**config.mk**
```make
export PLATFORM = sky130hd
export DESIGN_NAME = ram_bus_bridge
export DESIGN_NICKNAME = d
export VERILOG_FILES = /design/src/rtl/ram_bus_bridge.sv
export SDC_FILE = /design/constraint.sdc
export NUM_CORES = 1
export LEC_CHECK = 0
export BUFFER_PORTS_ARGS = -buffer_cell sky130_fd_sc_hd__buf_2
export CAP_MARGIN = 20
export CORE_ASPECT_RATIO = 0.8
export CORE_MARGIN = 1.5
export CORE_UTILIZATION = 40
export DETAILED_ROUTE_END_ITERATION = 7
export PLACE_DENSITY = 0.72
export SLEW_MARGIN = 15
export SYNTH_ARGS = -nofsm -noshare
export SYNTH_HDL_FRONTEND = slang
export SYNTH_SLANG_ARGS = --single-unit
```
**constraint.sdc**
```tcl
create_clock -name clk -period 1.91 [get_ports clk]
set_input_delay 0.0955 -clock clk [delete_from_list [all_inputs] [get_ports clk]]
set_output_delay 0.0955 -clock clk [all_outputs]
set_load 0.01 [all_outputs]
```
**src/rtl/ram_bus_bridge.sv**
```systemverilog
// Core-bus to single-port data RAM bridge: decode, alignment checks, lane steering and load extension.
// Define RAM_BUS_BRIDGE_OREG_EN when the RAM is built with a registered output (adds RD_WAIT2).
module ram_bus_bridge #(
    parameter int          ADDR_WIDTH = 14,
    parameter int          DATA_WIDTH = 32,
    parameter int          BE_WIDTH   = DATA_WIDTH / 8,
    parameter logic [31:0] BASE_ADDR  = 32'h1000_0000
) (
    input  logic                  clk,
    input  logic                  rst,
    input  logic                  req_valid_i,
    output logic                  req_ready_o,
    input  logic                  req_we_i,
    input  logic [31:0]           req_addr_i,
    input  logic [1:0]            req_size_i,
    input  logic                  req_unsigned_i,
    input  logic [DATA_WIDTH-1:0] req_wdata_i,
    output logic                  rsp_valid_o,
    input  logic                  rsp_ready_i,
    output logic [DATA_WIDTH-1:0] rsp_rdata_o,
    output logic                  rsp_err_o,
    output logic [ADDR_WIDTH-1:0] ram_addr_o,
    output logic [DATA_WIDTH-1:0] ram_wr_data_o,
    output logic                  ram_wr_en_o,
    output logic [BE_WIDTH-1:0]   ram_wr_byte_en_o,
    input  logic [DATA_WIDTH-1:0] ram_rd_data_i
);

    typedef enum logic [1:0] {
        IDLE     = 2'd0,
        RD_WAIT  = 2'd1,
`ifdef RAM_BUS_BRIDGE_OREG_EN
        RD_WAIT2 = 2'd3,
`endif
        RSP      = 2'd2
    } state_e;

    state_e                  r_state;
    state_e                  w_state_nxt;

    logic [ADDR_WIDTH-1:0]   r_addr;
    logic [1:0]              r_off;
    logic [1:0]              r_size;
    logic                    r_unsigned;
    logic [DATA_WIDTH-1:0]   r_rdata;
    logic                    r_err;

    logic                    w_hit;
    logic                    w_misaligned;
    logic                    w_size_err;
    logic                    w_err;
    logic                    w_accept;
    logic                    w_capture;
    logic [BE_WIDTH-1:0]     w_be;
    logic [DATA_WIDTH-1:0]   w_wr_data;
    logic [7:0]              w_byte;
    logic [15:0]             w_half;
    logic [DATA_WIDTH-1:0]   w_ext;

    // Request decode, evaluated combinationally in the accept cycle.
    assign w_hit        = (req_addr_i[31:ADDR_WIDTH+2] == BASE_ADDR[31:ADDR_WIDTH+2]);
    assign w_misaligned = ((req_size_i == 2'd1) && req_addr_i[0]) ||
                          ((req_size_i == 2'd2) && (req_addr_i[1:0] != 2'b00));
    assign w_size_err   = (req_size_i == 2'd3);
    assign w_err        = !w_hit || w_misaligned || w_size_err;
    assign w_accept     = req_valid_i && req_ready_o;

`ifdef RAM_BUS_BRIDGE_OREG_EN
    assign w_capture = (r_state == RD_WAIT2);
`else
    assign w_capture = (r_state == RD_WAIT);
`endif

    // NOTE: every signal written in an always_comb gets a default first so no latch is inferred.
    always_comb begin
        w_be      = '0;
        w_wr_data = req_wdata_i;
        case (req_size_i)
            2'd0: begin
                w_be      = 4'b0001 << req_addr_i[1:0];
                w_wr_data = {4{req_wdata_i[7:0]}};
            end
            2'd1: begin
                w_be      = req_addr_i[1] ? 4'b1100 : 4'b0011;
                w_wr_data = {2{req_wdata_i[15:0]}};
            end
            2'd2: w_be = 4'b1111;
            default: w_be = 4'b0000;
        endcase
    end

    assign ram_wr_data_o = w_wr_data;
    assign ram_addr_o    = (r_state == IDLE) ? req_addr_i[ADDR_WIDTH+1:2] : r_addr;

    always_comb begin
        w_byte = ram_rd_data_i[7:0];
        case (r_off)
            2'd0: w_byte = ram_rd_data_i[7:0];
            2'd1: w_byte = ram_rd_data_i[15:8];
            2'd2: w_byte = ram_rd_data_i[23:16];
            default: w_byte = ram_rd_data_i[31:24];
        endcase
        w_half = r_off[1] ? ram_rd_data_i[31:16] : ram_rd_data_i[15:0];
        case (r_size)
            2'd0:    w_ext = {{24{~r_unsigned & w_byte[7]}}, w_byte};
            2'd1:    w_ext = {{16{~r_unsigned & w_half[15]}}, w_half};
            default: w_ext = ram_rd_data_i;
        endcase
    end

    // NOTE: sequential state uses non-blocking assignments so every flop samples pre-edge values.
    always_ff @(posedge clk or negedge rst) begin
        if (!rst) begin
            r_state <= IDLE;
        end else begin
            r_state <= w_state_nxt;
        end
    end

    always_comb begin
        w_state_nxt      = r_state;
        req_ready_o      = 1'b0;
        rsp_valid_o      = 1'b0;
        ram_wr_en_o      = 1'b0;
        ram_wr_byte_en_o = '0;
        case (r_state)
            IDLE: begin
                // Ready is qualified by rst so nothing is accepted or written while reset is held.
                req_ready_o = rst;
                if (req_valid_i && rst) begin
                    if (w_err) begin
                        w_state_nxt = RSP;
                    end else if (req_we_i) begin
                        ram_wr_en_o      = 1'b1;
                        ram_wr_byte_en_o = w_be;
                        w_state_nxt      = RSP;
                    end else begin
                        w_state_nxt = RD_WAIT;
                    end
                end
            end
`ifdef RAM_BUS_BRIDGE_OREG_EN
            RD_WAIT:  w_state_nxt = RD_WAIT2;
            RD_WAIT2: w_state_nxt = RSP;
`else
            RD_WAIT:  w_state_nxt = RSP;
`endif
            RSP: begin
                rsp_valid_o = 1'b1;
                if (rsp_ready_i) begin
                    w_state_nxt = IDLE;
                end
            end
            default: w_state_nxt = IDLE;
        endcase
    end

    // Response registers: cleared on every accept, loaded with extended data when the read lands.
    always_ff @(posedge clk or negedge rst) begin
        if (!rst) begin
            r_addr     <= '0;
            r_off      <= 2'd0;
            r_size     <= 2'd0;
            r_unsigned <= 1'b0;
            r_rdata    <= '0;
            r_err      <= 1'b0;
        end else if (w_accept) begin
            r_addr     <= req_addr_i[ADDR_WIDTH+1:2];
            r_off      <= req_addr_i[1:0];
            r_size     <= req_size_i;
            r_unsigned <= req_unsigned_i;
            r_rdata    <= '0;
            r_err      <= w_err;
        end else if (w_capture) begin
            r_rdata <= w_ext;
            r_err   <= 1'b0;
        end
    end

    assign rsp_rdata_o = r_rdata;
    assign rsp_err_o   = r_err;

endmodule
```
; ---- Word level (Yosys, flattened, before mapping)
; Index checks and enable logic that the tools add are counted.
[op_classes]
n_eq_ne = 11
n_shift = 1
n_mux = 26
bitwise = 3
reduce_logical = 15
[ops]
columns = cell, count
row1 = $pmux W32 S2, 2
row2 = $mux W32, 2
row3 = $pmux W8 S3, 1
row4 = $mux W4, 5
row5 = $eq A16 B13 Y1 const B, 1
row6 = $mux W16, 1
row7 = $mux W14, 1
row8 = $pmux W4 S3, 1
row9 = $eq A2 B1 Y1 const B, 4
row10 = $eq A2 B2 Y1 const B, 4
row11 = $logic_not A2 Y1, 4
row12 = $mux W1, 8
row13 = $mux W2, 4
row14 = $pmux W2 S3, 1
row15 = $logic_and A1 B1 Y1, 4
row16 = $reduce_bool A2 Y1, 2
row17 = $shl A1 B2 Y4 const A, 1
row18 = $logic_or A1 B1 Y1, 3
row19 = $and A1 B1 Y1, 2
row20 = $ne A2 B1 Y1 const B, 1
row21 = $ne A2 B2 Y1 const B, 1
row22 = $reduce_and A2 Y1, 1
row23 = $logic_not A1 Y1, 1
row24 = $not A1 Y1, 1
[word_totals]
register_bits = 54
input_bits = 104
out_inout_bits = 86
wordCells = 63

; ---- Depth between registers and ports, before layout
; Gate-level depths: netlist of the first run.
[logic_depth]
ltp_word = 8
ltp_mapped = 6
mapped_depth_nobuf = 4

; ---- Worst setup path before layout of the first run
; Ideal clock, no wire load.
[synth_path]
path_type = reg-to-output
from = register r_state[0]
to = output ram_wr_byte_en_o[3]
arrival_time_ps = 1833
setup_slack_ps = -18
path_stages_with_launch = 6
n_path_buf = 1
path_cell_list = dfrtp_1 clkbuf_1 and4bb_2 nand2_1 nor4_1 a21boi_0
[synth_between]
elab_chain_cells = 2
[synth_lines]
columns = element, line_no
row1 = "start, declared", 38  ; state_e r_state;
row2 = "start signal, assigned", 116  ; r_state <= w_state_nxt;
row3 = $logic_not A2 Y1, 126  ; case (r_state)
row4 = $mux W4, 126
row5 = "end, declared", 25  ; output logic [BE_WIDTH-1:0] ram_wr_byte_en_o,
; Every way passes these cells.

; ---- Worst setup path in the final report of the first run
[layout_path]
from = register r_state[0]
to = output ram_wr_byte_en_o[2]
; Same word-level chain as after synthesis.

==> reports/metrics.yaml, run 1 <==
outcome:
  violations: "setup timing"
  status: "finished with violations"
detailed_routing:
  vias: 3513
  wirelength_mm: 10.7
  drtPass1Iterations: 4
  drc_errors: 0
  viasPerCell: 5.26
  drt-initial-drc-count: 199
  wire_per_inst_microns: 16.0
  antenna_left: 0
clocking:
  clock-sinks: 54
  clkLatencyLatePin_ps: 300
  clockBufferDepth: 2
  cts-root-buf: "clkbuf_8"
  cts_htree_levels: 2
  cts-buffers-inserted: 5
  clk_pin_slew_worst_paths_ps: 100
  cts_tree: "yes"
floorplanning:
  boundaryPins: 190
  die_h_microns: 84.4
  start_util: 0.415
  std_cell_rows: 29
  dieArea_sq_um: 8840
  core_area_sq_um: 7980
  die_w_microns: 105
placed_design:
  hpwl_mm: 7.92
  post_dp_cell_area_sq_um: 4360
  placed_cells: 641
  place.gp.congestion: 0.894
  dp_worst_setup_slack_ps: -1.79
  port-buffer-count: 189
setup_path:
  slowest_stage: "dfrtp_2"
  reg2reg_depth: 5
  critPathMaxFanout: 7
  required_ps: 1810
  critPathLaunchType: "flop"
  crit_path_end_kind: "output port"
  path_cells: "and4bb_2 -> nand2_2 -> nor4_4 -> buf_4 -> nor2b_1 -> buf_2"
  critPathKind: "flop to output port"
  worstReg2RegEnd: "rsp_rdata_o[9]"
  cp_num_buf_inv: 2
  regToRegStartpoint: "r_off[1]"
  critical-path-top-delay-family: "simple AND/OR/NAND/NOR gates"
  arrival_ps: 1860
  r2r_setup_slack_ps: 170
  max_stage_delay_ps: 460
timing:
  fmax_mhz: 512
  hold_ws_ps: 4.00
  setup_viol: 2
  fin_ws_ps: -43.7
  min_period_ps: 1950
  post-route-period-util: 1.02
  worstMarginPinSlew_ps: 837
  rsz0062_at_grt: "true"
  hold_viol_final: 0
  tns_ps: -52.0
  report.final.slew_viol_count: 0
  skew_ps: 10.1
  slew_headroom: 0.435
yosys:
  synth_warnings: 0
  synth_ff_type: "dfrtp_1"
  synthArstFlopShare: 1.00
  synth_nets: 468
  synth-seq-cells: 54
  synthesis.area_sq_um: 3310
  yosysSeqAreaShare: 0.408
  synth-edff-count: 0
  syn_area_per_cell_sq_um: 9.11
  synth_cell_type_count: 39
  syn_inst: 364
min_path:
  hold_path_class: "input port to async pin"
global_routing:
  overflow: 0
  grt_max_degree: 51
  grt_pass1_wl_mm: 16.8
  grt_antenna_before_repair: 0
  grt_pass1_vias: 3306
  grtUsageTotal: 0.234
final_layout:
  final_area_sq_um: 4650
  num-nets-final: 664
  final_core_util: 0.583
  drive_gt1_frac: 0.468
  fill_cells: 736
  layout.cells.non_filler: 668
  n_antenna_cell: 0
  area_growth_pct: 40.4
run:
  maxCapViolations: 0
power:
  total_leakage_power_nw: 2.45
  powerDensity_nw_per_um2: 745
  p_total_mw: 3.47
  ir_drop_v: 0.000498
## layout make-up
type                    instances  area, sq um  share of cell area
multi-input cells             269         1790               0.386
flip-flops and latches         54         1350               0.291
repair buffers                224         1270               0.272
well taps                     108          135              0.0290
clock buffers                   6         72.6              0.0156
inverters                       6         22.5             0.00484
clock inverters                 1         7.51             0.00161
## worst max-delay path by stage
stage / cells past startpoint / slack, ps / startpoint / endpoint
final: 6 / -40 / r_state[0] / ram_wr_byte_en_o[2]
after CTS: 5 / 10 / r_state[1] / ram_wr_byte_en_o[3]
after detailed placement: 4 / -2 / r_off[1] / rsp_rdata_o[22]
after global placement: 4 / 40 / r_off[1] / rsp_rdata_o[28]
after floorplan: 5 / 190 / r_state[0] / ram_wr_byte_en_o[3]
after global routing: 6 / -140 / r_state[0] / ram_wr_byte_en_o[2]
## routing by layer
metal / share of wire / up-vias / global-route usage
met5: 0 / - / 0
met2: 0.47 / 143 / 0.371
met1: 0.45 / 1664 / 0.336
met3: 0.074 / 6 / 0.0520
li1: - / 1700 / -
met4: 0.0049 / 0 / 0.0374
## cell usage in the layout, fill, tap and decap left out, drive strengths merged, types with 2 or more instances in the layout
| cell type | instances |
|---|---|
| nand2b | 5 |
| mux2i | 13 |
| nor4 | 5 |
| nor3b | 6 |
| inv | 6 |
| clkbuf | 6 |
| mux2 | 32 |
| or3 | 6 |
| a21oi | 15 |
| nor2b | 6 |
| nand2 | 89 |
| o21ai | 24 |
| o22ai | 7 |
| buf | 212 |
| o31ai | 7 |
| o21bai | 2 |
| nand3b | 2 |
| nor4b | 2 |
| nor3 | 4 |
| o221ai | 6 |
| a22o | 2 |
| and2 | 2 |
| dlygate4sd3 | 12 |
| nor2 | 8 |
| dfrtp | 54 |
| a221o | 17 |
## power by group
part           leakage, nW  switching, mW  internal [mW]
Clock               0.0373          0.361          0.253
Sequential           0.718          0.129           1.29
Combinational         1.69          0.781          0.655
## cells in the mapped netlist (3+ instances only)
cell / number / area (sq um)
a21oi_1: 15 / 75.1
a221o_1: 17 / 170
buf_1: 4 / 15.0
buf_2: 3 / 15.0
buf_4: 8 / 60.1
clkbuf_1: 19 / 71.3
dfrtp_1: 54 / 1350
inv_1: 6 / 22.5
mux2_2: 32 / 360
mux2i_1: 13 / 130
nand2_1: 89 / 334
nand2b_1: 4 / 25.0
nor2_1: 8 / 30.0
nor2b_1: 6 / 37.5
nor3_1: 4 / 20.0
nor3b_1: 6 / 45.0
nor4_1: 5 / 31.3
o21ai_0: 24 / 120
o221ai_1: 6 / 52.6
o22ai_1: 7 / 43.8
o31ai_1: 7 / 52.6
or3_1: 6 / 37.5
## state kept, by name (all words and copies together) (netlist names)
register	flops
rsp_rdata_o	32
r_addr	14
r_off	2
r_size	2
r_state	2
r_unsigned	1
rsp_err_o	1
## logic make-up (layout without fill, tap and decap cells)
| logic type | after synthesis | in the layout | share of synthesized area |
|---|---|---|---|
| buffers and inverters | 41 | 237 | 0.0589 |
| AO/OA/AOI/OAI | 87 | 87 | 0.188 |
| multiplexers | 46 | 46 | 0.155 |
| flip-flops | 54 | 54 | 0.408 |
| AND/OR/NAND/NOR | 136 | 136 | 0.191 |
## what timing repair did
item                                    in CTS  in global routing
gates cloned                                 0                  0
hold buffers                                12                  0
endpoints found under the setup margin      20                 20
pin swaps                                    1                  3
gates resized for setup                      3                  4
setup buffers                                1                  7
hold endpoints to repair                    15                  0
(Power assumes the default switching activity.)
==> run 2: changes to the inputs <==
--- a/constraint.sdc
+++ b/constraint.sdc
@@ -3,2 +3,2 @@
 set_output_delay 0.0955 -clock clk [all_outputs]
-set_load 0.01 [all_outputs]
+set_load 0.05 [all_outputs]
==> run 2 against run 1 <==
Net effect: the flow now finishes without violations; core utilization is 1.8 points higher; wire length is 0.98% lower; non-clock buffer count is 7 higher; final area is 3.2% higher; maximum frequency is 4.2% higher; power is 20% higher; via count is 1.1% higher; sequential share of layout area is 0.95 points lower; critical path type unchanged; critical endpoint is now ram_wr_byte_en_o[3]; highest routed layer unchanged.
==> reports/metrics.yaml, run 2 (synthesis results as in run 1) <==
setup_path:
  crit_path_end_kind: "output port"
  arrival_ps: 1780  # -80 ps
  path_cells: "and4bb_2 -> nand2_2 -> nor4_4 -> a21boi_4 -> buf_6"
  critPathMaxFanout: 6  # -1
  critical-path-top-delay-family: "simple AND/OR/NAND/NOR gates"
  cp_num_buf_inv: 1  # -1
  required_ps: 1810  # about the same
  slowest_stage: "dfrtp_1"
  critPathKind: "flop to output port"
  critPathLaunchType: "flop"
  max_stage_delay_ps: 430  # -30 ps
timing:
  hold_viol_final: 0  # unchanged
  slew_headroom: 0.400  # -0.0343
  report.final.slew_viol_count: 0  # unchanged
  rsz0062_at_grt: "true"
  setup_viol: 0  # -2
  post-route-period-util: 0.982  # -0.0411
  worstMarginPinSlew_ps: 888  # +50.8 ps
  skew_ps: 6.31  # -3.83 ps
  tns_ps: 0  # +52.0 ps
  fmax_mhz: 533  # +4.2%
  min_period_ps: 1880  # -78.5 ps
  hold_ws_ps: 44.5  # +40.5 ps
placed_design:
  port-buffer-count: 189  # unchanged
  hpwl_mm: 7.89  # -0.34%
  place.gp.congestion: 0.906  # +1.4%
clocking:
  cts-root-buf: "clkbuf_8"
  clock-sinks: 54  # unchanged
  cts_htree_levels: 2  # unchanged
  clockBufferDepth: 2  # unchanged
  clkLatencyLatePin_ps: 310  # about the same
  cts_tree: "yes"
  clk_pin_slew_worst_paths_ps: 100  # about the same
  cts-buffers-inserted: 5  # unchanged
global_routing:
  overflow: 0  # unchanged
  grtUsageTotal: 0.239  # +0.00452
  grt_max_degree: 50  # -2.0%
  grt_pass1_vias: 3477  # +5.2%
  grt_pass1_wl_mm: 17.0  # +1.2%
  grt_antenna_before_repair: 0  # unchanged
detailed_routing:
  wire_per_inst_microns: 15.7  # -2.2%
  vias: 3550  # +1.1%
  drt-initial-drc-count: 189  # -5.0%
  route.met2.wl_mm: 5.04  # +0.98%
  drtPass1Iterations: 5  # +1
  top_layer: "met4"
  wirelength_mm: 10.6  # -0.98%
  met1_length_mm: 4.73  # -2.5%
  antenna_left: 0  # unchanged
  viasPerCell: 5.25  # -0.14%
  drc_errors: 0  # unchanged
  met3_length_microns: 717  # -9.4%
final_layout:
  final_common_cell: "buf_2"
  n_antenna_cell: 0  # unchanged
  num-nets-final: 671  # +1.1%
  final_cell_mix: "185 x buf_2, 88 x nand2_1, 54 x dfrtp_1, 32 x mux2_2, 24 x buf_4"
  largest_reg_flops: 32  # unchanged
  drive_gt1_frac: 0.475  # +0.00749
  fill_cells: 718  # -2.4%
  area_growth_pct: 44.8
run:
  maxCapViolations: 0  # unchanged
power:
  powerDensity_nw_per_um2: 868  # +17%
  ir_drop_v: 0.000673  # +35%
  total_leakage_power_nw: 2.50  # +2.1%
floorplanning:
  die_w_microns: 105  # unchanged
  std_cell_rows: 29  # unchanged
  die_h_microns: 84.4  # unchanged
  boundaryPins: 190  # unchanged
  dieArea_sq_um: 8840  # unchanged
  start_util: 0.415  # unchanged
  core_area_sq_um: 7980  # unchanged
outcome:
  status: "finished, final reports clean"
min_path:
  hold_path_class: "input port to flop"
[run 2: final timing paths]
kind | start | end | slack [ps] | depth (start not counted)
min reg2reg | rsp_rdata_o[1] | rsp_rdata_o[1] | 480 | 2
min | req_addr_i[29] | r_state[0] | 40 | 4
max reg2reg | r_off[1] | rsp_rdata_o[15] | 150 | 5
max | r_state[1] | ram_wr_byte_en_o[3] | 30 | 5
max in group asynchronous | rst | r_addr[10] | 820 | 4
min in group asynchronous | rst | r_size[1] | 290 | 3
[run 2: area by class of cell]
cell class              count  area (sq um)  share of cell area
multi-input cells         269          1830               0.381
clock buffers               5          68.8              0.0143
well taps                 108           135              0.0281
inverters                   6          22.5             0.00469
flip-flops and latches     54          1350               0.281
repair buffers            231          1350               0.281
clock inverters             3          45.0             0.00938
[run 2: stage by stage]
step | power, mW | util | worst slack [ps] | area (sq um) | cells
floorplan | 2.80 | - | -258 | 3380 | 364
global placement | 3.30 | 0.555 | 40.2 | 4430 | 646
detailed placement | 3.34 | 0.555 | -31.2 | 4430 | 646
CTS | 4.13 | 0.597 | 6.28 | 4760 | 674
global route | 4.38 | 0.601 | -71.7 | 4800 | 676
finish | 4.17 | 0.601 | 34.8 | 4800 | 676
[run 2: routing by layer]
layer	GRT usage	up-vias
met5	0	-
met4	0.0498	0
met3	0.0443	11
met2	0.403	154
met1	0.322	1674
li1	-	1711
[run 2: worst register-to-register path, delay by kind of cell (launching register included)]
family,cells,cell delay (ps)
AOI/OAI and AO/OA,2,340
buffers and inverters,1,170
DFF,1,420
and+or+nand+nor,1,180
muxes,1,550
[run 2: power breakdown]
group	internal [mW]	total, mW	leakage (nW)	switching [mW]
logic	0.687	2.00	1.73	1.31
registers	1.29	1.39	0.721	0.107
clock network	0.390	0.774	0.0504	0.384
total	2.36	4.17	2.50	1.80
[run 2: what timing repair did]
item                                   in CTS  in global routing
pin swaps                                   2                  0
gates resized for setup                     5                  6
hold buffers                               16                  0
endpoints found under the hold margin      20                  0
setup endpoints to repair                  21                 34
gates cloned                                0                  0
buffers inserted                            4                  2
==> run 3: changes to the inputs <==
ABC_AREA = 1   (was default)
PLACE_DENSITY = 0.71   (was 0.72)
==> run 3 against run 2 <==
Net effect: sequential power is 6% lower; worst hold slack worse by 29 ps; clock-buffer cell count is 1 higher; maximum frequency is 4.7% higher; synthesized area rose by 5.4%; clock power is essentially flat; flip-flop and latch count stayed put; global-route usage down 1.9 points; worst setup slack better by 84 ps; first-iteration DRC count fell by 15%; synthesized cell count grew 46%.
==> reports/metrics.yaml, run 3 <==
yosys:
  synth-edff-count: 0  # unchanged
  synth-simple-area-share: 0.330  # +0.139
  synth.top_cell.area_share: 0.387  # -0.0210
  synthesis.area_sq_um: 3490  # +5.4%
  synth_common_cells: "196 x nand2_1, 71 x o21ai_0, 61 x inv_1"
  synth.most_common_cell: "nand2_1"
  synth_compound_area_frac: 0.157  # -0.0304
  synthArstFlopShare: 1.00  # unchanged
  synth_area_leaders: "dfrtp_1 39%, nand2_1 21%, o21ai_0 10%"
  synth_top_family_by_area: "simple AND/OR/NAND/NOR gates"
  synthAdderAreaFrac: 0  # unchanged
  synthXorXnorAreaFrac: 0  # unchanged
  synth_ff_type: "dfrtp_1"
  syn_area_per_cell_sq_um: 6.57  # -28%
  synth_warnings: 0  # unchanged
  synth_cell_type_count: 25  # -36%
  synth-seq-cells: 54  # unchanged
  yosysTopAreaCell: "dfrtp_1"
  synth_nets: 636  # +36%
  yosysSeqAreaShare: 0.387  # -0.0210
  synthMuxAreaShare: 0  # -0.155
  syn_inst: 532  # +46%
setup_path:
  worstReg2RegEnd: "rsp_rdata_o[24]"
  critPathMaxFanout: 16  # +10
  critPathLaunchType: "flop"
  required_ps: 1810  # about the same
  slowest_stage: "dfrtp_1"
  crit_path_end_kind: "output port"
  max_stage_delay_ps: 440  # about the same
  regToRegStartpoint: "r_state[0]"
  r2r_setup_slack_ps: 320  # +170 ps
  arrival_ps: 1700  # -80 ps
  reg2reg_depth: 6  # +1
  path_cells: "nor2_4 -> clkinvlp_4 -> buf_4 -> o21ai_0 -> buf_2"
  critPathKind: "flop to output port"
global_routing:
  overflow: 0  # unchanged
  grt_pass1_wl_mm: 16.5  # -3.0%
  grt_pass1_vias: 3641  # +4.7%
  grt_antenna_before_repair: 0  # unchanged
  grt_max_degree: 55  # +10%
  grtUsageTotal: 0.220  # -0.0189
clocking:
  clock-sinks: 54  # unchanged
  clkLatencyLatePin_ps: 310  # about the same
  cts_tree: "yes"
  clk_pin_slew_worst_paths_ps: 100  # about the same
  cts_htree_levels: 2  # unchanged
  cts-root-buf: "clkbuf_8"
  clockBufferDepth: 2  # unchanged
  cts-buffers-inserted: 5  # unchanged
power:
  total_leakage_power_nw: 2.77  # +11%
  ir_drop_v: 0.000504  # -25%
  p_total_mw: 3.38  # -19%
  powerDensity_nw_per_um2: 732  # -16%
final_layout:
  layout.cells.non_filler: 822  # +22%
  multiInputGateArea_sq_um: 1720  # -6.0%
  fill_cells: 892  # +24%
  seq_area_sq_um: 1350  # about the same
  final_common_cell: "nand2_1"
  num-nets-final: 812  # +21%
  final_cell_mix: "196 x nand2_1, 182 x buf_2, 68 x o21ai_0, 60 x inv_1, 53 x dfrtp_1"
  area_growth_pct: 32.2
  largest_reg_flops: 32  # unchanged
  final_core_util: 0.544  # -0.0570
  drive_gt1_frac: 0.327  # -0.148
timing:
  hold_ws_ps: 15.4  # -29.1 ps
  fmax_mhz: 558  # +4.7%
  skew_ps: 6.99  # +0.678 ps
  post-route-period-util: 0.938  # -0.0439
  hold_viol_final: 0  # unchanged
  tns_ps: 0  # unchanged
  slew_headroom: 0.499  # +0.0983
  report.final.slew_viol_count: 0  # unchanged
  min_period_ps: 1790  # -83.9 ps
  setup_viol: 0  # unchanged
  worstMarginPinSlew_ps: 751  # -137 ps
placed_design:
  placed_cells: 810  # +25%
  hpwl_mm: 7.91  # +0.30%
  port-buffer-count: 189  # unchanged
  place.gp.congestion: 0.909  # +0.30%
floorplanning:
  core_area_sq_um: 8480  # +6.3%
  dieArea_sq_um: 9310  # +5.3%
  start_util: 0.412  # -0.00326
  boundaryPins: 190  # unchanged
  std_cell_rows: 30  # +3.4%
  die_w_microns: 108  # +2.6%
  die_h_microns: 86.6  # +2.6%
outcome:
  status: "finished, final reports clean"
detailed_routing:
  drtPass1Iterations: 5  # unchanged
  drt-initial-drc-count: 161  # -15%
  vias: 3988  # +12%
  wirelength_mm: 10.4  # -1.7%
  drc_errors: 0  # unchanged
  wire_per_inst_microns: 12.7  # -19%
  antenna_left: 0  # unchanged
  viasPerCell: 4.85  # -7.6%
min_path:
  hold_path_class: "input port to async pin"
run:
  maxCapViolations: 0  # unchanged
==> run 3: cell types whose count changed after synthesis, sizes merged, moves of 9 or more <==
cell	previous run	this run
nor2	8	45
inv	6	63
a221o	17	0
o21ai	24	72
nand3	0	24
mux2	32	0
clkbuf	19	6
or2	0	13
nand2	89	196
mux2i	13	0
buf	16	25
==> run 3: metrics by stage <==
stage | worst slack [ps] | area [sq um]
6_report | 119 | 4620
5_1_grt | -1.49 | 4620
2_1_floorplan | -90.9 | 3490
3_5_place_dp | 239 | 4450
3_3_place_gp | 324 | 4450
4_1_cts | 26.2 | 4590
==> run 3: area by class of cell <==
class / count / share of cell area
Antenna cell: 1 / 0.000542
Clock buffer: 6 / 0.0157
Clock inverter: 2 / 0.00813
Inverter: 65 / 0.0536
Multi-Input combinational cell: 382 / 0.372
Sequential cell: 54 / 0.293
Tap cell: 112 / 0.0303
Timing Repair Buffer: 199 / 0.225
Timing Repair inverter: 1 / 0.00163
==> run 3: cells by family (layout without fill, tap and decap cells) <==
logic type / count (synthesis) / after routing
flip-flops: 54 / 54
AO/OA/AOI/OAI: 103 / 103
other: 0 / 1
AND/OR/NAND/NOR: 279 / 279
buffers and inverters: 96 / 273
==> run 3: metal layers <==
metal | part of all wire | track usage | up-vias
met5 | 0 | 0 | -
met4 | 0.015 | 0.0562 | 0
met3 | 0.085 | 0.0489 | 17
met2 | 0.46 | 0.369 | 170
met1 | 0.44 | 0.289 | 1799
li1 | - | - | 2002
==> run 3: how the worst max path moves through the flow <==
stage                     from             endpoint  slack (ps)  cells past startpoint
global placement    r_state[1]        ram_addr_o[7]         320                      5
global route        r_state[1]  ram_wr_byte_en_o[2]          -1                      6
detailed placement  r_state[1]       ram_addr_o[10]         240                      5
finish              r_state[0]        ram_addr_o[3]         120                      5
CTS                 r_state[1]  ram_wr_byte_en_o[3]          30                      6
floorplan           r_state[1]        ram_addr_o[0]         -90                      4
==> run 3: report_power, final <==
group,switching (mW),internal (mW)
combinational,0.914,0.389
sequential,0.0756,1.23
clock,0.384,0.392
total,1.37,2.01
==> run 3: what timing repair did <==
item,CTS,global route
cloned,1,0
endpoints found under the setup margin,14,17
endpoints found under the hold margin,1,0
hold buffers,1,0
pin swaps,0,1
resized for setup,4,10
buffers inserted,1,0
==> run 3: worst max-delay path: cells and delay by family, from the launching register on <==
kind	cells	cell delay, ps
and+or+nand+nor	1	210
AOI/OAI and AO/OA	1	160
buffers and inverters	3	590
DFF	1	440
